[src/rtl/mem_arb_pkg.sv]
// Shared types and default sizing for the CPU/DMA memory arbiter.
package mem_arb_pkg;

  typedef enum logic {
    ARB_CPU = 1'b0,
    ARB_DMA = 1'b1
  } arb_state_t;

  localparam int QUANTUM_DEF   = 8;
  localparam int MAX_BURST_DEF = 16;

  // Counter width that stays at least one bit wide for a limit of 1.
  function automatic int cnt_width(input int n);
    return (n > 1) ? $clog2(n) : 1;
  endfunction

  localparam int QCNT_W_DEF = cnt_width(QUANTUM_DEF);
  localparam int BCNT_W_DEF = cnt_width(MAX_BURST_DEF);

endpackage

[src/rtl/mem_arbiter.sv]
// Two-requester arbiter in front of the shared instruction/data memory.
// state   | meaning
// ARB_CPU | CPU owns memory (reset/park); qcnt counts contended cycles
// ARB_DMA | DMA owns memory; bcnt counts accepted beats of this grant
module mem_arbiter
  import mem_arb_pkg::*;
#(
  parameter int QUANTUM   = QUANTUM_DEF,
  parameter int MAX_BURST = MAX_BURST_DEF
) (
  input  logic        clk,
  input  logic        reset,
  input  logic        cpu_req,
  input  logic        cpu_we,
  input  logic [31:0] cpu_adr,
  input  logic [31:0] cpu_wd,
  output logic        cpu_ready,
  output logic [31:0] cpu_rd,
  input  logic        dma_req,
  input  logic        dma_we,
  input  logic [31:0] dma_adr,
  input  logic [31:0] dma_wd,
  input  logic        dma_last,
  output logic        dma_gnt,
  output logic [31:0] dma_rd,
  output logic [31:0] Adr,
  output logic [31:0] WriteData,
  output logic        MemWrite,
  input  logic [31:0] ReadData
);

  localparam int QW = cnt_width(QUANTUM);
  localparam int BW = cnt_width(MAX_BURST);
  localparam logic [QW-1:0] QLAST = QW'(QUANTUM - 1);
  localparam logic [BW-1:0] BLAST = BW'(MAX_BURST - 1);

  arb_state_t    state, state_nxt;
  logic [QW-1:0] qcnt, qcnt_nxt;
  logic [BW-1:0] bcnt, bcnt_nxt;

  always_ff @(posedge clk or posedge reset) begin
    if (reset) begin
      state <= ARB_CPU;
      qcnt  <= '0;
      bcnt  <= '0;
    end else begin
      state <= state_nxt;
      qcnt  <= qcnt_nxt;
      bcnt  <= bcnt_nxt;
    end
  end

  always_comb begin
    state_nxt = state;
    qcnt_nxt  = qcnt;
    bcnt_nxt  = bcnt;
    cpu_ready = 1'b1;
    dma_gnt   = 1'b0;
    Adr       = cpu_adr;
    WriteData = cpu_wd;
    MemWrite  = cpu_req & cpu_we;
    case (state)
      ARB_CPU: begin
        if (!dma_req) begin
          qcnt_nxt = '0;
        end else if (!cpu_req || qcnt == QLAST) begin
          state_nxt = ARB_DMA;
          qcnt_nxt  = '0;
          bcnt_nxt  = '0;
        end else begin
          qcnt_nxt = qcnt + QW'(1);
        end
      end
      ARB_DMA: begin
        cpu_ready = 1'b0;
        dma_gnt   = 1'b1;
        Adr       = dma_adr;
        WriteData = dma_wd;
        MemWrite  = dma_req & dma_we;
        if (!dma_req || dma_last) begin
          state_nxt = ARB_CPU;
          bcnt_nxt  = '0;
        end else if (bcnt == BLAST) begin
          // Burst limit: keep the grant only if the CPU has nothing to do.
          bcnt_nxt = '0;
          if (cpu_req) state_nxt = ARB_CPU;
        end else begin
          bcnt_nxt = bcnt + BW'(1);
        end
      end
      default: state_nxt = ARB_CPU;
    endcase
  end

  assign cpu_rd = ReadData;
  assign dma_rd = ReadData;

endmodule

[config.mk]
export PLATFORM = sky130hd
export DESIGN_NAME = mem_arbiter
export DESIGN_NICKNAME = d
export VERILOG_FILES = /design/src/rtl/mem_arb_pkg.sv /design/src/rtl/mem_arbiter.sv
export SDC_FILE = /design/constraint.sdc
export NUM_CORES = 1
export LEC_CHECK = 0
export CAP_MARGIN = 40
export CORE_AREA = 10 10 108 110
export CTS_BUF_LIST = sky130_fd_sc_hd__clkbuf_4 sky130_fd_sc_hd__clkbuf_8
export CTS_CLUSTER_SIZE = 25
export DETAILED_ROUTE_END_ITERATION = 10
export DIE_AREA = 0 0 118 120
export PLACE_DENSITY = 0.75
export REMOVE_ABC_BUFFERS = 1
export SLEW_MARGIN = 20
export SYNTH_ARGS = -nofsm -noshare
export SYNTH_HDL_FRONTEND = slang
export SYNTH_SLANG_ARGS = --single-unit
[constraint.sdc]
create_clock -name clk -period 1.5 [get_ports clk]
set_input_delay 0.45 -clock clk [delete_from_list [all_inputs] [get_ports clk]]
set_output_delay 0.45 -clock clk [all_outputs]
set_load 0.005 [all_outputs]
# Word level (Yosys, flattened, before mapping)
# Cells that the tools add are included.
# totals
regBits,8
input_bits,167
out_inout_bits,131
wordCells,35
# classes
addsub,2
n_eq_ne,4
n_mux,18
n_bitwise,3
reduce_logical,5
# op_table
op,n
2-to-1 mux 32 bit,2
2-to-1 mux 4 bit,4
2-to-1 mux 1 bit,8
case mux 4 bit (2 select lines),1
2-to-1 mux 3 bit,2
adder 4 x 1 -> 4 bit (second input constant),1
== test 4 bit (second input constant),1
inequality test 2 bit (second input constant),2
adder 3 x 1 -> 3 bit (second input constant),1
== test 3 bit (second input constant),1
bitwise AND 1 bit,2
logical NOT 1 bit,2
logical OR 1 bit,2
case mux 1 bit (2 select lines),1
AND reduction 2 bit,1
inverter 1 bit,1

# Depth between registers and ports, before layout
# Gate-level depths: netlist (run 1).
# logic_depth
word_depth,5
mapped_depth,6
depth_no_buf,6

# Least setup slack after synthesis (run 1)
# No wires, ideal clock.
# synth_timing
kind,register to output
start,register state
end,output WriteData[19]
t_arrival_ns,1.079
required_time_ns,1.050
slack_ns,-0.029
path_stages_with_launch,4
path_buffers,2
path_cell_list,dfrtp_1 > buf_4 > buf_2 > mux2_2
# synth_between
elab_chain_cells,1
# synth_rtl
item,line_no,rtl
start: declaration,mem_arbiter.sv:37,"arb_state_t state, state_nxt;"
start signal: assignment,mem_arbiter.sv:47,state <= state_nxt;
2-to-1 mux 32 bit,mem_arbiter.sv:62,case (state)
end: declaration,mem_arbiter.sv:27,"output logic [31:0] WriteData,"
# No other way between the ends.

# Final worst setup path (run 1)
# layout_timing
start,register state
end,output Adr[10]
# layout_between
elab_chain_cells,1
# layout_rtl
item,line_no,rtl
2-to-1 mux 32 bit,mem_arbiter.sv:62,
end: declaration,mem_arbiter.sv:26,"output logic [31:0] Adr,"
# No other way between the ends.

==> results of run 1 <==
[cells by family (layout without fill, tap and decap cells)]
| logic type | after synthesis | count (layout) | synth area share (%) |
|---|---|---|---|
| DFF | 8 | 8 | 11.93 |
| muxes | 65 | 65 | 43.62 |
| buffers and inverters | 74 | 236 | 32.21 |
| and+or+nand+nor | 21 | 21 | 6.116 |
| AOI/OAI and AO/OA | 11 | 11 | 3.878 |
| adders and majority gates | 3 | 3 | 2.237 |
[area by class of cell]
| type | instances | area [µm²] |
|---|---|---|
| clock buffers | 4 | 48.80 |
| repair buffers | 230 | 2131 |
| well taps | 133 | 166.4 |
| flip-flops and latches | 8 | 201.4 |
| inverters | 2 | 10.01 |
| fillers | 983 | 6010 |
| multi-input cells | 100 | 982.2 |
[layer usage]
metal,GRT usage [%],routed length (µm)
met1,13.39,4121
met2,20.57,5287
met3,14.39,2294
met4,1.700,58
met5,5.208,78
[critical path, delay by kind of cell (launching register included)]
kind / cells / cell delay (ns)
buf+inv: 3 / 0.56
flops: 1 / 0.36
mux: 1 / 0.33
[registers in the layout, indices dropped and copies added, names as in the netlist]
register,cells
bcnt,4
state,1
qcnt,3
[final timing paths]
check	from	end	slack, ns	cells past startpoint
max	state$_DFF_PP0_	Adr[10]	-0.44	4
min	reset	bcnt[1]$_DFFE_PP0P_	0.47	2
max reg2reg	state$_DFF_PP0_	bcnt[3]$_DFFE_PP0P_	0.04	8
min reg2reg	qcnt[2]$_DFFE_PP0N_	qcnt[2]$_DFFE_PP0N_	0.49	2
max in group asynchronous	reset	state$_DFF_PP0_	0.77	2
min in group clk	qcnt[2]$_DFFE_PP0N_	qcnt[2]$_DFFE_PP0N_	0.49	2
[through the flow]
stage	hold WS (ns)	total power (µW)	std cells	area (µm²)
CTS	0.4828	1591	458	3412
global route	0.5121	1836	477	3540
global placement	0.4718	1378	452	3410
finish	0.4679	1730	477	3540
detailed placement	0.4835	1394	452	3410
floorplan	0.2657	585.4	110	1145
[cell usage in the layout, fill, tap and decap left out, drive strengths merged]
master         netlist  layout
inv                  2       2
and2                 1       1
a22o                 1       1
a21oi                1       1
nor2                 2       2
nand2b               1       1
dlymetal6s2s         0       1
dlygate4sd2          0       1
dfrtp                8       8
clkdlybuf4s15        0       6
a31oi                2       2
nand2               11      11
nand3b               1       1
o22ai                1       1
nor2b                1       1
o21ai                5       5
nand3                2       2
nor3                 1       1
nor3b                1       1
buf                 72      32
a21o                 1       1
clkdlybuf4s50        0     133
mux2                65      65
ha                   3       3
clkbuf               0      61
[timing repair]
item,CTS,global route
pin swaps,0,3
setup buffers,2,13
resized for setup,92,135
gates cloned,0,7
setup endpoints to repair,69,72
hold endpoints to repair,0,0
[where the power goes]
part	total [µW]	internal, µW	switching (µW)	leakage (µW)
sequential	238	229	9.04	0.000107
combinational	1190	819	375	0.00140
clock	298	203	94.7	0.0000262
total	1730	1250	479	0.00153
==> run summary, run 1 <==
POWER AND IR DROP
-------------------------------------------------------------------------------------------------
Reported leakage power                                                                0.001530 µW
Power per standard cell area                                                         488.6 mW/mm²
Maximum VDD drop                                                                        0.1730 mV

SYNTH
-------------------------------------------------------------------------------------------------
Post-synthesis async set-or-reset flop share                                               100.0%
Portion of the post-synthesis area used by sequential elements                             11.93%
Number of flops mapped to enable cells by yosys                                                 0
Cell with the most instances after synthesis                                                buf_4
Yosys reg bits                                                                                  8
Ranking of synthesized cells by instance count                                       buf_4, mux2_2, nand2_1
Most used flip-flop cell after synthesis                                                  dfrtp_1
Ys Warns                                                                                        0
Mean area per synthesized cell                                                          9.219 µm²
Synth area leader                                                                          mux2_2
Share of the synthesized area in the top cell type                                         43.62%
Number of distinct library cell variants in the gate-level netlist after synthesis             23
Cells after Synth                                                                             182
Mapped cell area                                                                     0.001678 mm²
Most area-consuming cells after synthesis                                            mux2_2, buf_4, dfrtp_1, nand2_1, ha_1

GLOBAL ROUTING
-------------------------------------------------------------------------------------------------
Overall fraction of global-route tracks in use                                             13.89%
Remaining global-route overflow                                                                 0
Pin count of the biggest net entering global routing                                           35
Number of global-route vias before repair                                                    2140
Number of antenna violations at the first check in global routing                               0
Global-route wire length before repair                                                   14630 µm

STA
-------------------------------------------------------------------------------------------------
Final clock skew                                                                      0.003468 ns
Post-route clock period utilization                                                        129.0%
Setup-violating endpoint count in the final report                                             67
Final max-slew violation count                                                                  0
Final Hold Violating Endpoints                                                                  0
Final worst slack                                                                      -0.4352 ns
Worst Tran Pin Value                                                                    0.3248 ns
Post-layout minimum cycle time                                                           1.935 ns
Unrepaired setup endpoints after global routing                                              true
Fmax                                                                                    516.8 MHz
Worst slew slack as a fraction of its limit                                                78.32%
Setup tns final                                                                         -24.67 ns

WORST HOLD PATH
-------------------------------------------------------------------------------------------------
Class of the tightest hold or removal check                                          input port to async pin

FLOORPLAN
-------------------------------------------------------------------------------------------------
Initial Utilization                                                                        17.57%
Die Outline Area                                                                      0.01416 mm²
Io pins                                                                                       298
Die outline height                                                                         120 µm
Total number of placement rows                                                                 36
X dimension of the die                                                                     118 µm
Standard cell core area                                                              0.009549 mm²

LAYOUT
-------------------------------------------------------------------------------------------------
Number of inserted diodes                                                                       0
Proportion of layout cells with a drive suffix above 1                                     50.00%
Util after Layout                                                                          37.07%
Layout area overhead                                                                       111.0%
Number of nets in the layout                                                                  515

DRT
-------------------------------------------------------------------------------------------------
Number of iterations in the first detailed-routing pass                                         4
Via count normalized by instance count                                                      4.067
Mean routed wirelength per cell                                                          24.82 µm
Antenna viol nets, final                                                                        0
Number of DRC markers after the initial detailed-route iteration                               66
Total vias in the final route                                                                1940
Drt total wl                                                                             11840 µm
Final routed DRC violation total                                                                0

CRITICAL PATH
-------------------------------------------------------------------------------------------------
Arrival time reported for the critical path endpoint                                      1.49 ns
Crit Path Max Fanout                                                                            8
Critical-path top delay cell                                                              dfrtp_2
Crit start category                                                                      register
Crit Path Category                                                                   register to primary output
Category of the worst setup path capture point                                       primary output
Crit-path max cell delay                                                                  0.36 ns
Required time of the critical path                                                        1.05 ns
Series of cell instances along the critical path                                     buf_12, buf_6, mux2_2, dlygate4sd2_1

PLACED DESIGN
-------------------------------------------------------------------------------------------------
Number of buffer cells added on primary ports                                                 201
Setup WS pre-CTS                                                                       -0.7189 ns
Weighted congestion reported at the end of routability-driven placement                    0.7880
DPL Wire Length                                                                           9995 µm

CTS
-------------------------------------------------------------------------------------------------
Clock tree sinks                                                                                8
Register clock-pin slew on the reported worst setup and hold paths                        0.04 ns
Hold-fix buffers, CTS                                                                           0
Worst skew pair latency                                                                   0.24 ns
Number of buffers added by the clock tree synthesis step                                        3
Maximum buffer depth of the clock tree                                                          2
TritonCTS clock tree                                                                          yes
Root Buffer                                                                              clkbuf_8
Deepest level of the CTS H-tree                                                                 1

RUN STATUS
-------------------------------------------------------------------------------------------------
Failing checks                                                                       negative setup slack
Status                                                                               complete, but fails checks

RUN
-------------------------------------------------------------------------------------------------
Max Cap Viol                                                                                    0

Note: power is estimated with default switching activity, not from simulation.
==> run 2: changes to the inputs <==
- PLACE_DENSITY: 0.75 -> 0.73
==> run 2 against run 1 <==
  * The run still ends with negative setup slack left
  * Clock skew up 0.00054 ns
  * Flip-flop and latch count unchanged
  * Fmax shrank 5.4%
  * Die area is the same
  * Sequential power grew 2%
  * Wire length fell by 2.4%
  * Combinational power hardly changed
  * Non-clock buffer count decreased by 1
  * Clock-buffer cell count is the same
  * Sequential share of layout area is 0.25 points lower
  * Largest power group unchanged
  * Highest routed layer is now met4
==> run summary, run 2 (synthesis results as in run 1) <==
PLACED DESIGN
--------------------------------------------------------------------------------------
Setup WS pre-CTS                                                            -0.7157 ns   was -0.7189 ns
DPL Wire Length                                                                9889 µm   was 9995 µm
Weighted congestion reported at the end of routability-driven placement         0.7801   was 0.7880
Number of buffer cells added on primary ports                                      201   unchanged
# placed instances                                                                 452   unchanged

RUN STATUS
--------------------------------------------------------------------------------------
Status                                                                    complete, but fails checks   unchanged
Failing checks                                                            negative setup slack   unchanged

DRT
--------------------------------------------------------------------------------------
Number of iterations in the first detailed-routing pass                              4   unchanged
Number of DRC markers after the initial detailed-route iteration                   100   was 66
Total vias in the final route                                                     1912   was 1940
Antenna viol nets, final                                                             0   unchanged
Drt total wl                                                                  11560 µm   was 11840 µm
Final routed DRC violation total                                                     0   unchanged
Mean routed wirelength per cell                                               24.28 µm   was 24.82 µm
Via count normalized by instance count                                           4.017   was 4.067

FLOORPLAN
--------------------------------------------------------------------------------------
X dimension of the die                                                          118 µm   unchanged
Die Outline Area                                                           0.01416 mm²   unchanged
Die outline height                                                              120 µm   unchanged
Initial Utilization                                                             17.57%   unchanged
Standard cell core area                                                   0.009549 mm²   unchanged
Total number of placement rows                                                      36   unchanged
Io pins                                                                            298   unchanged

GLOBAL ROUTING
--------------------------------------------------------------------------------------
Number of antenna violations at the first check in global routing                    0   unchanged
Overall fraction of global-route tracks in use                                  14.01%   was 13.89%
Remaining global-route overflow                                                      0   unchanged
Number of global-route vias before repair                                         2186   was 2140
Pin count of the biggest net entering global routing                                36   was 35
Global-route wire length before repair                                        14960 µm   was 14630 µm

LAYOUT
--------------------------------------------------------------------------------------
Multi-input gate area                                                     0.001007 mm²   was 982.2 µm²
Leading cell type in the layout, fill and taps excluded                   clkdlybuf4s50_1   unchanged
Sequential Area                                                              201.4 µm²   unchanged
Flip-flop count of the largest register, all copies and words added                  4   unchanged
Proportion of layout cells with a drive suffix above 1                          38.78%   was 50.00%
Number of nets in the layout                                                       514   was 515
Fill cell total of the finished layout                                             977   was 983
Util after Layout                                                               38.76%   was 37.07%
Number of inserted diodes                                                            0   unchanged
Regs by FF count                                                          bcnt (4), qcnt (3), state (1)   unchanged
Non-filler cells in the finished layout                                            476   was 477
Layout area overhead                                                            120.6%   was 111.0%
Register bank with the most flops                                                 bcnt   unchanged
Highest-count cells in the layout ignoring fill and taps                  clkdlybuf4s50_1, mux2_2, dlygate4sd2_1   was clkdlybuf4s50_1, mux2_2, clkbuf_2

STA
--------------------------------------------------------------------------------------
Unrepaired setup endpoints after global routing                                   true   unchanged
Post-route clock period utilization                                             136.4%   was 129.0%
Final clock skew                                                           0.004006 ns   was 0.003468 ns
Setup-violating endpoint count in the final report                                  67   unchanged
Final Hold Violating Endpoints                                                       0   unchanged
Final worst slack                                                           -0.5455 ns   was -0.4352 ns
Worst Tran Pin Value                                                         0.2959 ns   was 0.3248 ns
Final max-slew violation count                                                       0   unchanged
Worst slew slack as a fraction of its limit                                     80.25%   was 78.32%
Fmax                                                                         488.9 MHz   was 516.8 MHz
Post-layout minimum cycle time                                                2.045 ns   was 1.935 ns

POWER AND IR DROP
--------------------------------------------------------------------------------------
Maximum VDD drop                                                             0.3951 mV   was 0.1730 mV
Reported leakage power                                                     0.001690 µW   was 0.001530 µW
Total chip power                                                               1739 µW   was 1730 µW
Power per standard cell area                                              469.8 mW/mm²   was 488.6 mW/mm²

CTS
--------------------------------------------------------------------------------------
Worst skew pair latency                                                        0.24 ns   about the same
Register clock-pin slew on the reported worst setup and hold paths             0.05 ns   was 0.04 ns
Maximum buffer depth of the clock tree                                               2   unchanged
Clock tree sinks                                                                     8   unchanged
Deepest level of the CTS H-tree                                                      1   unchanged
Root Buffer                                                                   clkbuf_8   unchanged
Hold-fix buffers, CTS                                                                0   unchanged
TritonCTS clock tree                                                               yes   unchanged
Number of buffers added by the clock tree synthesis step                             3   unchanged

CRITICAL PATH
--------------------------------------------------------------------------------------
Crit start category                                                           register   unchanged
Critical-path top delay cell                                                   dfrtp_2   unchanged
Series of cell instances along the critical path                          buf_4, clkbuf_16, mux2_2, dlygate4sd2_1   was buf_12, buf_6, mux2_2, dlygate4sd2_1
Category of the worst setup path capture point                            primary output   unchanged
Crit-path max cell delay                                                       0.42 ns   was 0.36 ns
Crit Path Max Fanout                                                                 9   was 8
Arrival time reported for the critical path endpoint                           1.60 ns   was 1.49 ns
Required time of the critical path                                             1.05 ns   about the same
Crit Path Category                                                        register to primary output   unchanged

WORST HOLD PATH
--------------------------------------------------------------------------------------
Class of the tightest hold or removal check                               input port to async pin   unchanged

RUN
--------------------------------------------------------------------------------------
Max Cap Viol                                                                         0   unchanged

[run 2: worst max-delay path: cells and delay by family (launching register included)]
family,cells,cell delay [ns]
buffers and inverters,3,0.60
flip-flops,1,0.42
multiplexers,1,0.34
[run 2: final cells by class]
cell class | count | area share, %
sequential | 8 | 5.443
multi-input combinational | 100 | 27.21
tap | 133 | 4.496
timing repair buffer | 229 | 61.33
inverter | 2 | 0.2028
clock buffer | 4 | 1.318
[run 2: metal layers]
metal	vias to the layer above	wire length (µm)	global-route usage, %
met1	870	4223	14.48
met2	153	5091	20.60
li1	885	-	-
met4	0	42	0.9274
met3	4	2200	13.92
met5	-	0	2.431
[run 2: stage by stage]
step	TNS, ns	area [µm²]	hold slack (ns)
3_5_place_dp	-36.06	3410	0.4886
2_1_floorplan	-85.22	1145	0.2657
3_3_place_gp	-35.09	3410	0.4776
4_1_cts	-33.22	3427	0.4764
5_1_grt	-30.72	3701	0.5169
6_report	-26.85	3701	0.4596
[run 2: report_power, final]
group          internal [µW]  switching [µW]
logic                    838             357
clock network            203            98.5
registers                229            13.0
[run 2: worst paths after layout]
kind                                     startpoint                   to  slack (ns)  cells after the start
worst max-delay path                state$_DFF_PP0_              Adr[22]       -0.55                      4
max in group asynchronous                     reset      state$_DFF_PP0_        0.79                      2
worst min-delay path                          reset  bcnt[2]$_DFFE_PP0P_        0.46                      2
min in group clk                qcnt[2]$_DFFE_PP0N_  qcnt[2]$_DFFE_PP0N_        0.50                      2
worst max register to register      state$_DFF_PP0_  bcnt[0]$_DFFE_PP0P_        0.01                      7
worst min register to register  qcnt[2]$_DFFE_PP0N_  qcnt[2]$_DFFE_PP0N_        0.50                      2
[run 2: timing repair]
| item | in CTS | in global routing |
|---|---|---|
| buffers inserted | 0 | 15 |
| gates resized for setup | 63 | 85 |
| pin swaps | 0 | 4 |
| endpoints found under the setup margin | 69 | 70 |
| cloned | 0 | 5 |
==> run 3: changes to the inputs <==
- RECOVER_POWER: not set -> 100
==> run 3 against run 2 <==
  * Clock-buffer cell count is the same
  * First-iteration DRC count is the same
  * Critical path type unchanged
  * The flow still finishes with violations (negative setup slack)
  * Wire length is essentially flat
  * Critical endpoint unchanged
==> run summary, run 3 (synthesis results as in run 1) <==
CTS
--------------------------------------------------------------------------------------
Maximum buffer depth of the clock tree                                               2   unchanged
Register clock-pin slew on the reported worst setup and hold paths             0.04 ns   was 0.05 ns
TritonCTS clock tree                                                               yes   unchanged
Root Buffer                                                                   clkbuf_8   unchanged
Number of buffers added by the clock tree synthesis step                             3   unchanged
Deepest level of the CTS H-tree                                                      1   unchanged
Clock tree sinks                                                                     8   unchanged
Worst skew pair latency                                                        0.24 ns   about the same
Hold-fix buffers, CTS                                                                0   unchanged

CRITICAL PATH
--------------------------------------------------------------------------------------
Required time of the critical path                                             1.05 ns   about the same
Worst reg2reg startpoint                                                  state$_DFF_PP0_   unchanged
Crit Path Max Fanout                                                                 9   unchanged
Arrival time reported for the critical path endpoint                           1.60 ns   about the same
Series of cell instances along the critical path                          buf_4, clkbuf_16, mux2_2, dlygate4sd2_1   unchanged
Crit Path Category                                                        register to primary output   unchanged
Crit-path max cell delay                                                       0.42 ns   about the same
Timing startpoint of the critical path                                    state$_DFF_PP0_   unchanged
Crit start category                                                           register   unchanged
Category of the worst setup path capture point                            primary output   unchanged
Critical-path top delay cell                                                   dfrtp_2   unchanged

DRT
--------------------------------------------------------------------------------------
Final routed DRC violation total                                                     0   unchanged
Total vias in the final route                                                     1912   unchanged
Number of DRC markers after the initial detailed-route iteration                   100   unchanged
Mean routed wirelength per cell                                               24.29 µm   was 24.28 µm
Via count normalized by instance count                                           4.017   unchanged
Number of iterations in the first detailed-routing pass                              4   unchanged
Drt total wl                                                                  11560 µm   about the same
Antenna viol nets, final                                                             0   unchanged

PLACED DESIGN
--------------------------------------------------------------------------------------
# placed instances                                                                 452   unchanged
Weighted congestion reported at the end of routability-driven placement         0.7801   unchanged
Number of buffer cells added on primary ports                                      201   unchanged
Setup WS pre-CTS                                                            -0.7157 ns   unchanged
DPL Wire Length                                                                9889 µm   unchanged

STA
--------------------------------------------------------------------------------------
Post-layout minimum cycle time                                                2.045 ns   unchanged
Unrepaired setup endpoints after global routing                                   true   unchanged
Final max-slew violation count                                                       0   unchanged
Final worst slack                                                           -0.5455 ns   unchanged
Worst Tran Pin Value                                                         0.2958 ns   was 0.2959 ns
Worst slack on hold paths                                                    0.4960 ns   was 0.4596 ns
Setup-violating endpoint count in the final report                                  67   unchanged
Fmax                                                                         488.9 MHz   unchanged
Setup tns final                                                              -26.85 ns   about the same
Final Hold Violating Endpoints                                                       0   unchanged
Post-route clock period utilization                                             136.4%   unchanged
Worst slew slack as a fraction of its limit                                     80.26%   was 80.25%
Final clock skew                                                           0.004006 ns   unchanged

FLOORPLAN
--------------------------------------------------------------------------------------
Die Outline Area                                                           0.01416 mm²   unchanged
X dimension of the die                                                          118 µm   unchanged
Io pins                                                                            298   unchanged
Total number of placement rows                                                      36   unchanged
Initial Utilization                                                             17.57%   unchanged
Standard cell core area                                                   0.009549 mm²   unchanged
Die outline height                                                              120 µm   unchanged

LAYOUT
--------------------------------------------------------------------------------------
Regs by FF count                                                          bcnt (4), qcnt (3), state (1)   unchanged
Layout area overhead                                                            120.4%   was 120.6%
Leading cell type in the layout, fill and taps excluded                   clkdlybuf4s50_1   unchanged
Number of inserted diodes                                                            0   unchanged
Number of nets in the layout                                                       514   unchanged
Sequential Area                                                              201.4 µm²   unchanged
Proportion of layout cells with a drive suffix above 1                          38.48%   was 38.78%
Non-filler cells in the finished layout                                            476   unchanged
Util after Layout                                                               38.73%   was 38.76%
Register bank with the most flops                                                 bcnt   unchanged
Multi-input gate area                                                     0.001005 mm²   was 0.001007 mm²
Highest-count cells in the layout ignoring fill and taps                  clkdlybuf4s50_1, mux2_2, dlygate4sd2_1   unchanged
Fill cell total of the finished layout                                             978   was 977
Flip-flop count of the largest register, all copies and words added                  4   unchanged

RUN STATUS
--------------------------------------------------------------------------------------
Status                                                                    complete, but fails checks   unchanged
Failing checks                                                            negative setup slack   unchanged

GLOBAL ROUTING
--------------------------------------------------------------------------------------
Remaining global-route overflow                                                      0   unchanged
Number of antenna violations at the first check in global routing                    0   unchanged
Overall fraction of global-route tracks in use                                  14.01%   unchanged
Number of global-route vias before repair                                         2186   unchanged
Pin count of the biggest net entering global routing                                36   unchanged
Global-route wire length before repair                                        14960 µm   unchanged

POWER AND IR DROP
--------------------------------------------------------------------------------------
Internal power                                                                 1268 µW   was 1270 µW
Reported leakage power                                                     0.001687 µW   was 0.001690 µW
Net switching power                                                           468.7 µW   was 468.9 µW
Register share of total power                                                    13.9%   about the same
Power share of the clock group                                                   17.4%   about the same
Maximum VDD drop                                                             0.3950 mV   was 0.3951 mV
Power per standard cell area                                              469.6 mW/mm²   was 469.8 mW/mm²
Switching share of power                                                        26.99%   was 26.96%
Comb pwr share                                                                   68.7%   about the same

WORST HOLD PATH
--------------------------------------------------------------------------------------
Critical hold path startpoint                                             qcnt[2]$_DFFE_PP0N_
Class of the tightest hold or removal check                               register to register   was input port to async pin

RUN
--------------------------------------------------------------------------------------
Max Cap Viol                                                                         0   unchanged

run 3: power groups by stage:
stage	registers [µW]	logic [µW]	clock network, µW
3_5_place_dp	243	1150	0
2_1_floorplan	288	298	0
3_3_place_gp	242	1140	0
6_report	242	1190	302
5_1_grt	244	1280	319
4_1_cts	240	1080	302
run 3: worst paths after layout:
check | end | slack [ns] | depth (start not counted)
max | Adr[22] | -0.55 | 4
min | qcnt[2]$_DFFE_PP0N_ | 0.50 | 2
max reg2reg | bcnt[0]$_DFFE_PP0P_ | 0.01 | 7
min reg2reg | qcnt[2]$_DFFE_PP0N_ | 0.50 | 2
max in group asynchronous | state$_DFF_PP0_ | 0.65 | 2
min in group asynchronous | bcnt[2]$_DFFE_PP0P_ | 0.60 | 2
run 3: routing by layer:
layer | vias to the layer above | track usage, % | share of wire, %
li1 | 885 | - | -
met1 | 870 | 14.48 | 37
met2 | 153 | 20.60 | 44
met3 | 4 | 13.92 | 19
met4 | 0 | 0.9274 | 0.36
met5 | - | 2.431 | 0
run 3: area by class of cell:
class                   instances  share of cell area [%]
inverters                       2                  0.2030
well taps                     133                   4.499
repair buffers                229                   61.37
flip-flops and latches          8                   5.447
multi-input cells             100                   27.16
clock buffers                   4                   1.319
run 3: per-stage QoR:
step	power [µW]	area, µm²
after floorplan	585.4	1145
after global placement	1382	3410
after detailed placement	1397	3410
after CTS	1620	3427
after global routing	1842	3699
final	1737	3699
run 3: repair_timing:
| action | 4_1_cts | 5_1_grt |
|---|---|---|
| gates resized for setup | 63 | 85 |
| setup endpoints to repair | 69 | 70 |
| pin swaps | 0 | 4 |
| gates cloned | 0 | 5 |
| buffers inserted | 0 | 15 |
run 3: worst max-delay path: cells and delay by family (launching register included):
family	cells	cell delay, ns
buffers and inverters	3	0.60
DFF	1	0.42
muxes	1	0.34
